## src/rtl/ram_arb_if.sv

```systemverilog
// Bus bundle between two RAM requesters, the arbiter and a simple dual-port RAM.
// The arbiter takes the slave side; requesters plus RAM model take the master side.
interface ram_arb_if #(
  parameter int DATA_WIDTH = 32,
  parameter int ADDR_WIDTH = 10
);
  logic                  a_req;
  logic                  a_we;
  logic [ADDR_WIDTH-1:0] a_addr;
  logic [DATA_WIDTH-1:0] a_wdata;
  logic                  a_gnt;
  logic                  a_rvalid;
  logic [DATA_WIDTH-1:0] a_rdata;

  logic                  b_req;
  logic                  b_we;
  logic [ADDR_WIDTH-1:0] b_addr;
  logic [DATA_WIDTH-1:0] b_wdata;
  logic                  b_gnt;
  logic                  b_rvalid;
  logic [DATA_WIDTH-1:0] b_rdata;

  logic [ADDR_WIDTH-1:0] ram_raddr;
  logic [ADDR_WIDTH-1:0] ram_waddr;
  logic                  ram_we;
  logic [DATA_WIDTH-1:0] ram_din;
  logic [DATA_WIDTH-1:0] ram_dout;

  modport slave (
    input  a_req, a_we, a_addr, a_wdata,
    output a_gnt, a_rvalid, a_rdata,
    input  b_req, b_we, b_addr, b_wdata,
    output b_gnt, b_rvalid, b_rdata,
    output ram_raddr, ram_waddr, ram_we, ram_din,
    input  ram_dout
  );

  modport master (
    output a_req, a_we, a_addr, a_wdata,
    input  a_gnt, a_rvalid, a_rdata,
    output b_req, b_we, b_addr, b_wdata,
    input  b_gnt, b_rvalid, b_rdata,
    input  ram_raddr, ram_waddr, ram_we, ram_din,
    output ram_dout
  );
endinterface

```

## src/rtl/ram_arb.sv

```systemverilog
// Two-requester arbiter for a 1R1W RAM: independent round-robin arbitration of the
// read and write ports, read-after-write hazard stall, and a 1-cycle read return tag.
module ram_arb #(
  parameter int DATA_WIDTH = 32,
  parameter int ADDR_WIDTH = 10
) (
  input logic       clk,
  input logic       rst,
  ram_arb_if.slave  bus
);

  localparam logic SEL_A = 1'b0;
  localparam logic SEL_B = 1'b1;

  logic                  a_wr, b_wr, a_rd, b_rd;
  logic                  wr_gnt, wr_sel;
  logic                  rd_any, rd_sel, rd_gnt, hazard;
  logic [ADDR_WIDTH-1:0] wr_addr, rd_addr;
  logic [DATA_WIDTH-1:0] wr_data;

  logic                  ptr_wr_q, ptr_wr_d;
  logic                  ptr_rd_q, ptr_rd_d;
  logic [ADDR_WIDTH-1:0] raddr_q, raddr_d;
  logic [ADDR_WIDTH-1:0] waddr_q, waddr_d;
  logic [DATA_WIDTH-1:0] din_q, din_d;
  logic                  rd_vld_p1_q, rd_vld_p1_d;
  logic                  rd_own_p1_q, rd_own_p1_d;

  // Requests are masked by reset so nothing is granted while rst is high.
  always_comb begin
    a_wr = !rst && bus.a_req &&  bus.a_we;
    b_wr = !rst && bus.b_req &&  bus.b_we;
    a_rd = !rst && bus.a_req && !bus.a_we;
    b_rd = !rst && bus.b_req && !bus.b_we;
  end

  always_comb begin
    wr_gnt   = a_wr || b_wr;
    wr_sel   = b_wr;
    ptr_wr_d = ptr_wr_q;
    if (a_wr && b_wr) begin
      wr_sel   = ptr_wr_q;
      ptr_wr_d = ~ptr_wr_q;
    end
    wr_addr = (wr_sel == SEL_B) ? bus.b_addr  : bus.a_addr;
    wr_data = (wr_sel == SEL_B) ? bus.b_wdata : bus.a_wdata;
  end

  // A read colliding with this cycle's write is held off so it returns the new word.
  always_comb begin
    rd_any   = a_rd || b_rd;
    rd_sel   = b_rd;
    if (a_rd && b_rd) begin
      rd_sel = ptr_rd_q;
    end
    rd_addr  = (rd_sel == SEL_B) ? bus.b_addr : bus.a_addr;
    hazard   = rd_any && wr_gnt && (rd_addr == wr_addr);
    rd_gnt   = rd_any && !hazard;
    ptr_rd_d = ptr_rd_q;
    if (a_rd && b_rd && !hazard) begin
      ptr_rd_d = ~ptr_rd_q;
    end
  end

  always_comb begin
    waddr_d     = wr_gnt ? wr_addr : waddr_q;
    din_d       = wr_gnt ? wr_data : din_q;
    raddr_d     = rd_gnt ? rd_addr : raddr_q;
    rd_vld_p1_d = rd_gnt;
    rd_own_p1_d = rd_sel;
  end

  assign bus.a_gnt = (wr_gnt && (wr_sel == SEL_A) && a_wr) ||
                     (rd_gnt && (rd_sel == SEL_A) && a_rd);
  assign bus.b_gnt = (wr_gnt && (wr_sel == SEL_B) && b_wr) ||
                     (rd_gnt && (rd_sel == SEL_B) && b_rd);

  assign bus.ram_we    = wr_gnt;
  assign bus.ram_waddr = waddr_d;
  assign bus.ram_din   = din_d;
  assign bus.ram_raddr = raddr_d;

  // Stage p1: RAM output for the read granted last cycle, qualified by the tag.
  assign bus.a_rvalid = rd_vld_p1_q && (rd_own_p1_q == SEL_A);
  assign bus.b_rvalid = rd_vld_p1_q && (rd_own_p1_q == SEL_B);
  assign bus.a_rdata  = bus.ram_dout;
  assign bus.b_rdata  = bus.ram_dout;

  always_ff @(posedge clk or posedge rst) begin
    if (rst) begin
      ptr_wr_q    <= SEL_A;
      ptr_rd_q    <= SEL_A;
      raddr_q     <= '0;
      waddr_q     <= '0;
      din_q       <= '0;
      rd_vld_p1_q <= 1'b0;
      rd_own_p1_q <= SEL_A;
    end else begin
      ptr_wr_q    <= ptr_wr_d;
      ptr_rd_q    <= ptr_rd_d;
      raddr_q     <= raddr_d;
      waddr_q     <= waddr_d;
      din_q       <= din_d;
      rd_vld_p1_q <= rd_vld_p1_d;
      rd_own_p1_q <= rd_own_p1_d;
    end
  end

endmodule

```

## src/flat_wrapper.sv

```systemverilog
// flat-port wrapper written by rule: the top's interface ports become plain ports
module ram_arb_flat 
#(
  parameter int DATA_WIDTH = 32,
  parameter int ADDR_WIDTH = 10
)
  (clk, rst, bus_a_req, bus_a_we, bus_a_addr, bus_a_wdata, bus_a_gnt, bus_a_rvalid, bus_a_rdata, bus_b_req, bus_b_we, bus_b_addr, bus_b_wdata, bus_b_gnt, bus_b_rvalid, bus_b_rdata, bus_ram_raddr, bus_ram_waddr, bus_ram_we, bus_ram_din, bus_ram_dout);
  ram_arb_if #(.DATA_WIDTH(DATA_WIDTH), .ADDR_WIDTH(ADDR_WIDTH)) bus_i ();
  input logic clk;
  input logic rst;
  input wire logic [$bits(bus_i.a_req)-1:0] bus_a_req;
  input wire logic [$bits(bus_i.a_we)-1:0] bus_a_we;
  input wire logic [$bits(bus_i.a_addr)-1:0] bus_a_addr;
  input wire logic [$bits(bus_i.a_wdata)-1:0] bus_a_wdata;
  output wire logic [$bits(bus_i.a_gnt)-1:0] bus_a_gnt;
  output wire logic [$bits(bus_i.a_rvalid)-1:0] bus_a_rvalid;
  output wire logic [$bits(bus_i.a_rdata)-1:0] bus_a_rdata;
  input wire logic [$bits(bus_i.b_req)-1:0] bus_b_req;
  input wire logic [$bits(bus_i.b_we)-1:0] bus_b_we;
  input wire logic [$bits(bus_i.b_addr)-1:0] bus_b_addr;
  input wire logic [$bits(bus_i.b_wdata)-1:0] bus_b_wdata;
  output wire logic [$bits(bus_i.b_gnt)-1:0] bus_b_gnt;
  output wire logic [$bits(bus_i.b_rvalid)-1:0] bus_b_rvalid;
  output wire logic [$bits(bus_i.b_rdata)-1:0] bus_b_rdata;
  output wire logic [$bits(bus_i.ram_raddr)-1:0] bus_ram_raddr;
  output wire logic [$bits(bus_i.ram_waddr)-1:0] bus_ram_waddr;
  output wire logic [$bits(bus_i.ram_we)-1:0] bus_ram_we;
  output wire logic [$bits(bus_i.ram_din)-1:0] bus_ram_din;
  input wire logic [$bits(bus_i.ram_dout)-1:0] bus_ram_dout;
  assign bus_i.a_req = bus_a_req;
  assign bus_i.a_we = bus_a_we;
  assign bus_i.a_addr = bus_a_addr;
  assign bus_i.a_wdata = bus_a_wdata;
  assign bus_a_gnt = bus_i.a_gnt;
  assign bus_a_rvalid = bus_i.a_rvalid;
  assign bus_a_rdata = bus_i.a_rdata;
  assign bus_i.b_req = bus_b_req;
  assign bus_i.b_we = bus_b_we;
  assign bus_i.b_addr = bus_b_addr;
  assign bus_i.b_wdata = bus_b_wdata;
  assign bus_b_gnt = bus_i.b_gnt;
  assign bus_b_rvalid = bus_i.b_rvalid;
  assign bus_b_rdata = bus_i.b_rdata;
  assign bus_ram_raddr = bus_i.ram_raddr;
  assign bus_ram_waddr = bus_i.ram_waddr;
  assign bus_ram_we = bus_i.ram_we;
  assign bus_ram_din = bus_i.ram_din;
  assign bus_i.ram_dout = bus_ram_dout;
  ram_arb #(.DATA_WIDTH(DATA_WIDTH), .ADDR_WIDTH(ADDR_WIDTH)) u_core (.clk(clk), .rst(rst), .bus(bus_i));
endmodule
```

## config.mk

```make
export PLATFORM = sky130hd
export DESIGN_NAME = ram_arb_flat
export DESIGN_NICKNAME = d
export VERILOG_FILES = /design/src/rtl/ram_arb_if.sv /design/src/rtl/ram_arb.sv /design/src/flat_wrapper.sv
export SDC_FILE = /design/constraint.sdc
export NUM_CORES = 1
export LEC_CHECK = 0
export ABC_AREA = 1
export CELL_PAD_IN_SITES_DETAIL_PLACEMENT = 1
export CELL_PAD_IN_SITES_GLOBAL_PLACEMENT = 2
export CORE_ASPECT_RATIO = 1.4
export CORE_MARGIN = 5
export CORE_UTILIZATION = 18
export DETAILED_ROUTE_END_ITERATION = 10
export PLACE_DENSITY_LB_ADDON = 0.1
export SKIP_CTS_REPAIR_TIMING = 1
export SYNTH_ARGS = -nofsm -noshare
export SYNTH_HDL_FRONTEND = slang
export SYNTH_SLANG_ARGS = --single-unit
```

## constraint.sdc

```tcl
create_clock -name clk -period 3.65 [get_ports clk]
set_clock_uncertainty 0.1 [all_clocks]
set_input_delay 0.365 -clock clk [delete_from_list [all_inputs] [get_ports clk]]
set_output_delay 0.365 -clock clk [all_outputs]
set_load 0.01 [all_outputs]
```

==> reports/metrics.yaml <==
vias: 3369
post-dp-hpwl_um: 10600
hold_ws_ns: 0.369
cpMostUsedCell: "nand2_1"
synth_nets: 587
die_area_mm2: 0.0224
fmax_mhz: 288
met3_length_um: 726
synth_top_area_share_pct: 39.9
netlist_top_cells_count: "nand2_1, buf_4, dfrtp_1, nand3_1, inv_1"
timing.slew.headroom_pct: 49.0
startpoint_type: "input port"
first_pass_iters: 4
avgRoutedWirePerCell_um: 17.3
max_stage_delay_ns: 0.56
syn_inst: 465
viasPerCell: 4.19
cts_num_sinks: 56
yosys.cell_count.top_type: "nand2_1"
gp_congestion: 0.714
r2r_end: "u_core.raddr_q[2]"
p_int_w: 0.00136
drv_slew: 0
synthToLayoutAreaGrowth_pct: 44.8
synth.distinct_cells: 25
synth-edff-count: 0
ys_ff_latch: 56
die_width_um: 128
r2r_slack_ns: 1.54
critPathLaunch: "bus_a_we"
p_per_area_mw_per_mm2: 392
initial_core_util_pct: 18.3
syn_avg_cell_area_um2: 7.54
cts_made_buffers: 5
grtUsageTotal_pct: 12.2
fin_tns_setup_ns: 0
worstSetupPathType: "input port to output pin"
ys.flop_type: "dfrtp_1"
antenna_found_initial: 0
p_seq_share_pct: 39.0
yosysSeqAreaShare_pct: 39.9
max-cap-violations: 0
synth_area_leader_cell: "dfrtp_1"
rsz0062_at_grt: "no"
rr_worst_depth: 13
die_h_um: 175
drive_above_1_share_pct: 7.37
clockBufferDepth: 2
reg2reg_from: "u_core.ptr_rd_q"
nets: 678
routed.top_layer: "met4"
cts_tree: "built"
hold_violations: 0
hold_class: "register to register"
setup-violations-final: 0
p_comb_share_pct: 36.1
path_cells: "clkdlybuf4s50_1 > nand3_2 > o21ai_4 > buf_12 > nand2_1 > o21ai_0 > nand2_1 > nand2_1 > inv_1 > nand2_1 > nor2_1 > nand3_2 > buf_4 > nand3_1 > nand2_1 > clkdlybuf4s50_1"
p_switching_w: 0.000629
clkLatencyLatePin_ns: 0.30
grt-ovfl-total: 0
slowest_stage: "clkdlybuf4s50_1"
cp.arrival_ns: 3.01
end_kind: "output pin"
worst_pin_slew_ns: 0.766
cts-root-buf: "clkbuf_16"
pwr-share-clk_pct: 24.8
asyncSetResetFlopFracSynth_pct: 100
fin_crit_ns: 3.48
cts_max_level: 2
crit_required_ns: 3.18
grt_pass1_wl_um: 21200
routed_wl_um: 13900
routed-wl-met2_um: 7370
synth_area_mm2: 0.00351
ios: 243
endpoint: "bus_ram_raddr[2]"
grt_max_degree: 53
drc: 0
switching_share_pct: 31.5
detail-route-antenna-nets: 0
leakage_nw: 2.50
fin_crit_sh_pct: 95.3
met1_length_um: 5670
grt_pass1_vias: 3705
clk_pin_slew_worst_paths_ns: 0.07
irDropWorstVdd_uv: 156
crit_fanout: 22
yosysWarningCount: 0
antenna_cells: 0
initialDrtViolationCount: 122
core_mm2: 0.0192
io_buffers: 146
fp-row-count: 60
outcome: "finished, final reports clean"
yosys-top-cells-area: "dfrtp_1, nand2_1, buf_4, nand3_1, a22oi_1"
[critical path: cells and delay by family]
family,cells,cell delay [ns]
compound gates,2,0.36
buf+inv,5,1.52
simple gates,9,0.76
[power groups by stage]
stage                     clock (W)  combinational [W]  sequential (W)
after global placement            0           0.000740        0.000787
after detailed placement          0           0.000743        0.000791
after global routing       0.000543           0.000788        0.000788
after CTS                  0.000531           0.000746        0.000779
final                      0.000495           0.000720        0.000778
after floorplan                   0           0.000375        0.000779
[cell families after synthesis]
logic type             after synthesis  synth area share (%)
XOR/XNOR                             3                 0.749
AO/OA/AOI/OAI                       70                  12.8
AND/OR/NAND/NOR                    210                  25.5
flip-flops                          56                  39.9
buffers and inverters              126                  21.0
[area by class of cell]
type                       instances  area [um^2]
clock buffer                       6          129
fill                            2347        14100
clock inverter                     1         5.00
multi-input combinational        283         1370
inverter                          39          146
tap                              248          310
timing repair buffer             171         1720
sequential                        56         1400
[flip-flops by register name, indices dropped and copies added (netlist names)]
name,count
u_core.raddr_q,10
u_core.rd_own_p1_q,1
u_core.ptr_wr_q,1
u_core.ptr_rd_q,1
u_core.rd_vld_p1_q,1
u_core.waddr_q,10
u_core.din_q,32
[how the worst min path moves through the flow]
stage                     cells past startpoint                 to  slack (ns)              start
after floorplan                               1    u_core.ptr_rd_q        0.34    u_core.ptr_rd_q
after global placement                        2  u_core.raddr_q[7]        0.36  u_core.raddr_q[7]
after detailed placement                      2  u_core.raddr_q[4]        0.36  u_core.raddr_q[4]
after CTS                                     3    u_core.ptr_wr_q        0.36                rst
after global routing                          1    u_core.ptr_rd_q        0.40    u_core.ptr_rd_q
final                                         2  u_core.raddr_q[4]        0.37  u_core.raddr_q[4]
[stage by stage]
stage	cells	total power, W	utilization (%)	cell area (um^2)	setup WS [ns]
floorplan	465	0.00115	-	3510	0.513
global placement	796	0.00153	25.5	4910	-0.0127
detailed placement	796	0.00153	25.5	4910	-0.0595
CTS	803	0.00206	26.2	5040	-0.0889
global route	804	0.00212	26.4	5080	0.00298
finish	804	0.00199	26.4	5080	0.173
[placed cells by master (no fill, tap or decap), types with 6 or more instances in the layout]
| cell type | instances |
|---|---|
| nand2_1 | 145 |
| clkdlybuf4s50_1 | 136 |
| dfrtp_1 | 56 |
| nand3_1 | 52 |
| inv_1 | 36 |
| a22oi_1 | 32 |
| o21ai_0 | 27 |
| buf_4 | 21 |
| dlymetal6s2s_1 | 10 |
| o21ai_1 | 6 |
[layer usage]
layer  track usage [%]  vias to the layer above
li1                  -                     1625
met1              13.7                     1627
met2              22.9                      111
met3              2.81                        6
met4              3.23                        0
met5                 0                        -
Note: power is estimated with default switching activity, not from simulation.
